### config.mk
export PLATFORM = sky130hd
export DESIGN_NAME = vga_timing_gen_flat
export DESIGN_NICKNAME = d
export VERILOG_FILES = /design/src/rtl/vga_timing_gen_if.sv /design/src/rtl/vga_timing_gen.sv /design/src/flat_wrapper.sv
export SDC_FILE = /design/constraint.sdc
export NUM_CORES = 1
export LEC_CHECK = 0
export ABC_AREA = 1
export CAP_MARGIN = 20
export CORE_ASPECT_RATIO = 0.75
export CORE_MARGIN = 2
export CORE_UTILIZATION = 35
export DETAILED_ROUTE_END_ITERATION = 7
export GPL_ROUTABILITY_DRIVEN = 1
export MAX_ROUTING_LAYER = met4
export SLEW_MARGIN = 40
export SYNTH_ARGS = -nofsm -noshare
export SYNTH_HDL_FRONTEND = slang
export SYNTH_SLANG_ARGS = --single-unit
### constraint.sdc
create_clock -name vga_clk -period 2 [get_ports vga_clk]
set_clock_uncertainty 0.15 [all_clocks]
set_input_delay 0.4 -clock vga_clk [delete_from_list [all_inputs] [get_ports vga_clk]]
set_output_delay 0.4 -clock vga_clk [all_outputs]
set_load 0.01 [all_outputs]
### src/rtl/vga_timing_gen_if.sv
// ----------------------------------------------------------------------------
// vga_timing_gen_if
//   Raster timing bundle between the timing generator and the renderers.
//
//   Signals:
//     pix_ce      pixel advance enable (driven by the consumer/clock logic)
//     DrawX       current horizontal count
//     DrawY       current vertical count
//     blank       1 = visible area, 0 = blanking
//     hs, vs      horizontal / vertical sync, active low
//     line_start  high while DrawX == 0
//     frame_start high while DrawX == 0 and DrawY == 0
//     frame_count frames started since reset, wraps 255 -> 0
//
//   Modports:
//     master  the timing generator (drives the raster outputs)
//     slave   the renderer side (drives pix_ce, samples the raster)
//
//   Handshake: there is no valid/ready pair. pix_ce acts as a qualifier;
//   every output is a register that changes only after a clock edge that
//   sampled pix_ce high, and holds otherwise.
// ----------------------------------------------------------------------------
interface vga_timing_gen_if;
    logic       pix_ce;
    logic [9:0] DrawX;
    logic [9:0] DrawY;
    logic       blank;
    logic       hs;
    logic       vs;
    logic       line_start;
    logic       frame_start;
    logic [7:0] frame_count;

    modport master (
        input  pix_ce,
        output DrawX, DrawY, blank, hs, vs, line_start, frame_start, frame_count
    );

    modport slave (
        output pix_ce,
        input  DrawX, DrawY, blank, hs, vs, line_start, frame_start, frame_count
    );
endinterface

### src/rtl/vga_timing_gen.sv
// ----------------------------------------------------------------------------
// vga_timing_gen
//   Raster timing generator (default 640x480 @ 60 Hz, 800x525 total).
//   Produces pixel coordinates, blank, active-low syncs, line/frame strobes
//   and an 8-bit frame counter. Every output is a register loaded from the
//   decode of the *next* position, so sync, blank and coordinates are
//   mutually aligned with no pipeline skew.
//
//   Ports:
//     vga_clk  pixel-domain clock
//     reset_n  asynchronous active-low reset
//     vif      vga_timing_gen_if.master (pix_ce in, raster outputs out)
//
//   After reset the position is (H_TOTAL-1, V_TOTAL-1), so the first
//   enabled pixel lands on (0,0) and counts as a frame start.
// ----------------------------------------------------------------------------
module vga_timing_gen #(
    parameter int H_VISIBLE = 640,
    parameter int H_FRONT   = 16,
    parameter int H_SYNC    = 96,
    parameter int H_BACK    = 48,
    parameter int V_VISIBLE = 480,
    parameter int V_FRONT   = 10,
    parameter int V_SYNC    = 2,
    parameter int V_BACK    = 33
) (
    input  logic              vga_clk,
    input  logic              reset_n,
    vga_timing_gen_if.master  vif
);

    localparam int H_TOTAL = H_VISIBLE + H_FRONT + H_SYNC + H_BACK;
    localparam int V_TOTAL = V_VISIBLE + V_FRONT + V_SYNC + V_BACK;

    // Counters are 10 bits wide; larger rasters cannot be represented.
    if (H_TOTAL > 1024) begin : g_bad_h_total
        $error("vga_timing_gen: H_TOTAL exceeds 1024");
    end
    if (V_TOTAL > 1024) begin : g_bad_v_total
        $error("vga_timing_gen: V_TOTAL exceeds 1024");
    end

    localparam logic [9:0] H_LAST = 10'(H_TOTAL - 1);
    localparam logic [9:0] V_LAST = 10'(V_TOTAL - 1);

    // Region bounds can reach 1024, so compare in 11 bits.
    localparam logic [10:0] H_VIS_END  = 11'(H_VISIBLE);
    localparam logic [10:0] H_SYNC_BEG = 11'(H_VISIBLE + H_FRONT);
    localparam logic [10:0] H_SYNC_END = 11'(H_VISIBLE + H_FRONT + H_SYNC);
    localparam logic [10:0] V_VIS_END  = 11'(V_VISIBLE);
    localparam logic [10:0] V_SYNC_BEG = 11'(V_VISIBLE + V_FRONT);
    localparam logic [10:0] V_SYNC_END = 11'(V_VISIBLE + V_FRONT + V_SYNC);

    logic [9:0] h_q, h_d;
    logic [9:0] v_q, v_d;
    logic       blank_q, blank_d;
    logic       hs_q, hs_d;
    logic       vs_q, vs_d;
    logic       line_start_q, line_start_d;
    logic       frame_start_q, frame_start_d;
    logic [7:0] frame_count_q, frame_count_d;

    logic [10:0] x_ext;
    logic [10:0] y_ext;

    // Next position and its decode; only committed on a pix_ce edge.
    always_comb begin
        h_d = (h_q == H_LAST) ? 10'd0 : h_q + 10'd1;
        v_d = v_q;
        if (h_q == H_LAST) begin
            v_d = (v_q == V_LAST) ? 10'd0 : v_q + 10'd1;
        end

        x_ext = {1'b0, h_d};
        y_ext = {1'b0, v_d};

        blank_d       = (x_ext < H_VIS_END) && (y_ext < V_VIS_END);
        hs_d          = !((x_ext >= H_SYNC_BEG) && (x_ext < H_SYNC_END));
        vs_d          = !((y_ext >= V_SYNC_BEG) && (y_ext < V_SYNC_END));
        line_start_d  = (h_d == 10'd0);
        frame_start_d = (h_d == 10'd0) && (v_d == 10'd0);
        frame_count_d = frame_start_d ? frame_count_q + 8'd1 : frame_count_q;
    end

    always_ff @(posedge vga_clk or negedge reset_n) begin
        if (!reset_n) begin
            h_q           <= H_LAST;
            v_q           <= V_LAST;
            blank_q       <= 1'b0;
            hs_q          <= 1'b1;
            vs_q          <= 1'b1;
            line_start_q  <= 1'b0;
            frame_start_q <= 1'b0;
            frame_count_q <= 8'd0;
        end else if (vif.pix_ce) begin
            h_q           <= h_d;
            v_q           <= v_d;
            blank_q       <= blank_d;
            hs_q          <= hs_d;
            vs_q          <= vs_d;
            line_start_q  <= line_start_d;
            frame_start_q <= frame_start_d;
            frame_count_q <= frame_count_d;
        end
    end

    assign vif.DrawX       = h_q;
    assign vif.DrawY       = v_q;
    assign vif.blank       = blank_q;
    assign vif.hs          = hs_q;
    assign vif.vs          = vs_q;
    assign vif.line_start  = line_start_q;
    assign vif.frame_start = frame_start_q;
    assign vif.frame_count = frame_count_q;

endmodule

### src/flat_wrapper.sv
// flat-port wrapper written by rule: the top's interface ports become plain ports
module vga_timing_gen_flat 
#(
    parameter int H_VISIBLE = 640,
    parameter int H_FRONT   = 16,
    parameter int H_SYNC    = 96,
    parameter int H_BACK    = 48,
    parameter int V_VISIBLE = 480,
    parameter int V_FRONT   = 10,
    parameter int V_SYNC    = 2,
    parameter int V_BACK    = 33
)
  (vga_clk, reset_n, vif_pix_ce, vif_DrawX, vif_DrawY, vif_blank, vif_hs, vif_vs, vif_line_start, vif_frame_start, vif_frame_count);
  vga_timing_gen_if vif_i ();
  input  logic vga_clk;
  input  logic reset_n;
  input wire logic [$bits(vif_i.pix_ce)-1:0] vif_pix_ce;
  output wire logic [$bits(vif_i.DrawX)-1:0] vif_DrawX;
  output wire logic [$bits(vif_i.DrawY)-1:0] vif_DrawY;
  output wire logic [$bits(vif_i.blank)-1:0] vif_blank;
  output wire logic [$bits(vif_i.hs)-1:0] vif_hs;
  output wire logic [$bits(vif_i.vs)-1:0] vif_vs;
  output wire logic [$bits(vif_i.line_start)-1:0] vif_line_start;
  output wire logic [$bits(vif_i.frame_start)-1:0] vif_frame_start;
  output wire logic [$bits(vif_i.frame_count)-1:0] vif_frame_count;
  assign vif_i.pix_ce = vif_pix_ce;
  assign vif_DrawX = vif_i.DrawX;
  assign vif_DrawY = vif_i.DrawY;
  assign vif_blank = vif_i.blank;
  assign vif_hs = vif_i.hs;
  assign vif_vs = vif_i.vs;
  assign vif_line_start = vif_i.line_start;
  assign vif_frame_start = vif_i.frame_start;
  assign vif_frame_count = vif_i.frame_count;
  vga_timing_gen #(.H_VISIBLE(H_VISIBLE), .H_FRONT(H_FRONT), .H_SYNC(H_SYNC), .H_BACK(H_BACK), .V_VISIBLE(V_VISIBLE), .V_FRONT(V_FRONT), .V_SYNC(V_SYNC), .V_BACK(V_BACK)) u_core (.vga_clk(vga_clk), .reset_n(reset_n), .vif(vif_i));
endmodule
==> flow_summary.ini <==
[logic_synthesis]
synth_commonest_cells = 119 x nand2_1, 39 x nor2_1, 38 x inv_1, 37 x nand3_1, 21 x dfrtp_1
ys_seq_area_share_pct = 33.9
yosysWarnings = 0
synth.top_cell.area_share_pct = 21.2
ys_top_cells_by_area = dfrtp_1 21%, nand2_1 18%, dfstp_2 13%
syn_area_um2 = 2480
ys_types = 33
avgSynthCellArea_um2 = 6.82
yosys_most_used_dff = dfrtp_1
synth-edff-count = 0
ys_seq_elements = 33
synthCells = 363
synth_nets = 371
yosysMostFrequentCell = nand2_1
ys_async_sr_fraction_pct = 100
yosysTopAreaCell = dfrtp_1

[grt]
grt_max_degree = 34
track_usage_pct = 21.4
antenna_found_initial = 0
grt_pass1_wl_um = 12800
grt.overflow.total = 0
grt_pass1_vias = 2583

[die]
core-area_um2 = 6830
die_h_um = 76.9
initial_core_util_pct = 36.3
io_pins = 36
die_area_um2 = 7770
die_w_um = 101
rows = 26

[pwr]
swShare_pct = 37.6
p_switching_uw = 1140
power.internal_uw = 1890
p_leak_uw = 0.00196
power.density_nw_per_um2 = 787
clock_power_share_pct = 22.6
irDropWorstVdd_v = 0.000297
p_seq_share_pct = 29.4
combPwrFrac_pct = 48.0

[sta]
fin_ws_ns = -0.278
hold_viol = 0
setup_viol = 15
grt_setup_unrepaired = true
period_minus_slack_ns = 2.28
post-route-period-util_pct = 114
worst_pin_slew_ns = 0.439
max-slew-margin-rel_pct = 70.8
max_freq_mhz = 439
final_max_slew_viol_count = 0

[detailed_routing]
num_vias = 2856
first_pass_iters = 5
viasPerCell = 5.01
post-route-drc-count = 0
wl_um = 8080
ant_nets = 0
post_drt_wl_per_cell_um = 14.2
drtIter0Drc = 212

[run]
cap_violations = 0

[clock_network]
clock_latency_ns = 0.29
path_clk_slew_ns = 0.08
clock-sinks = 33
cts_buffers = 5
htree_levels = 2
clockRootBuffer = clkbuf_8
cts_tree = built
clockBufferDepth = 2

[setup_path]
reg2reg_depth = 13
r2r-end = u_core.vif.frame_count[1]$_DFFE_PN0P_
cp.required_ns = 2.04
reg2reg_from = u_core.vif.DrawY[3]$_DFFE_PN1P_
critPathArrivalTime_ns = 2.32
ff2ff_setup_slack_ns = -0.28
endpoint_kind = flop
critPathLaunchType = flop
cp_max_fo = 6
worstSetupPathType = reg2reg
crit_start = u_core.vif.DrawY[3]$_DFFE_PN1P_

[status]
violations = negative setup slack
outcome = finished with violations

[finish]
syn_to_final_growth_pct = 55.1
stdcell_count = 570
diodes = 0
fin_util_pct = 56.2
drive_gt1_share_pct = 36.8
nNetsFinal = 493

[placement]
io_buffers = 35
dp_cells = 549
place_congestion = 1.01
post-dp-hpwl_um = 5730

[hold_path]
hold_path_class = in2async
worst max path at each step:
| stage | to | slack [ns] | cells after the start |
|---|---|---|---|
| floorplan | u_core.vif.frame_count[3]$_DFFE_PN0P_ | -0.14 | 13 |
| global placement | u_core.vif.vs$_DFFE_PN1P_ | -0.26 | 9 |
| detailed placement | u_core.vif.frame_count[7]$_DFFE_PN0P_ | -0.32 | 12 |
| CTS | u_core.vif.frame_count[7]$_DFFE_PN0P_ | -0.26 | 14 |
| global route | u_core.vif.frame_count[7]$_DFFE_PN0P_ | -0.43 | 13 |
| finish | u_core.vif.frame_count[1]$_DFFE_PN0P_ | -0.28 | 13 |
routing by layer:
metal / share of wire, % / track usage [%]
met1: 49 / 31.5
met2: 44 / 29.8
met3: 5.1 / 4.83
met4: 1.1 / 4.73
met5: 0 / -
worst max-delay path, cell delays in order, from the launching register on:
cell and delay [ns]:
dfstp_2 0.53, nand2_1 0.13, nor2_1 0.18, nand2_1 0.11
inv_1 0.16, nand2_1 0.08, nand2_1 0.06, nand2_1 0.08
nor2_1 0.11, nand2_1 0.11, nor2_4 0.16, nand4_4 0.14
nand2_2 0.11, nand2_2 0.05
power groups by stage:
stage	Clock, uW	Sequential, uW	Combinational [uW]
finish	683	889	1450
global placement	0	890	1340
global route	738	903	1580
detailed placement	0	893	1340
CTS	700	887	1350
floorplan	0	970	563
area by class of cell:
cell class / instances / area, um2
Clock buffer: 6 / 82.6
Clock inverter: 2 / 37.5
Fill cell: 650 / 2990
Inverter: 41 / 154
Multi-Input combinational cell: 281 / 1620
Sequential cell: 33 / 842
Tap cell: 84 / 105
Timing Repair Buffer: 123 / 1000
cells by family after synthesis:
kind of cell / share of synthesized area (%)
xor gates and xnor gates: 2.12
DFF: 33.9
buffers and inverters: 8.18
AOI/OAI and AO/OA: 7.17
adders and majority gates: 2.53
and+or+nand+nor: 46.1
sequential cells by signal, indices dropped and copies added (netlist names):
| name | count |
|---|---|
| u_core.vif.line_start | 1 |
| u_core.vif.frame_count | 8 |
| u_core.vif.hs | 1 |
| u_core.vif.blank | 1 |
| u_core.vif.vs | 1 |
| u_core.vif.frame_start | 1 |
| u_core.vif.DrawY | 10 |
| u_core.vif.DrawX | 10 |
through the flow:
stage / TNS [ns] / setup slack (ns) / area, um2 / hold WS (ns) / power (uW)
2_1_floorplan: -0.999 / -0.142 / 2500 / -0.0456 / 1530
3_3_place_gp: -2.45 / -0.257 / 3480 / 0.346 / 2230
3_5_place_dp: -3.00 / -0.315 / 3480 / 0.346 / 2240
4_1_cts: -2.32 / -0.258 / 3660 / 0.365 / 2930
5_1_grt: -4.53 / -0.427 / 3840 / 0.373 / 3230
6_report: -2.56 / -0.278 / 3840 / 0.358 / 3020
repair_timing:
item | in CTS | in global routing
hold buffers | 0 | 0
endpoints found under the setup margin | 23 | 22
gates cloned | 1 | 0
setup buffers | 6 | 6
gates resized for setup | 17 | 40
endpoints found under the hold margin | 0 | 0
pin swaps | 7 | 19
cells in the final DEF, fill, tap and decap left out, drive strengths merged:
master and n:
a21oi 4, a41oi 2, buf 88, bufinv 1
clkbuf 6, clkdlybuf4s50 25, clkinvlp 1, dfrtp 21
dfstp 12, dlygate4sd2 10, ha 5, inv 41
nand2 130, nand3 40, nand3b 1, nand4 14
nor2 50, nor3 4, o21ai 22, o21bai 2
o31ai 1, xnor2 3, xor2 3
(Power assumes the default switching activity.)
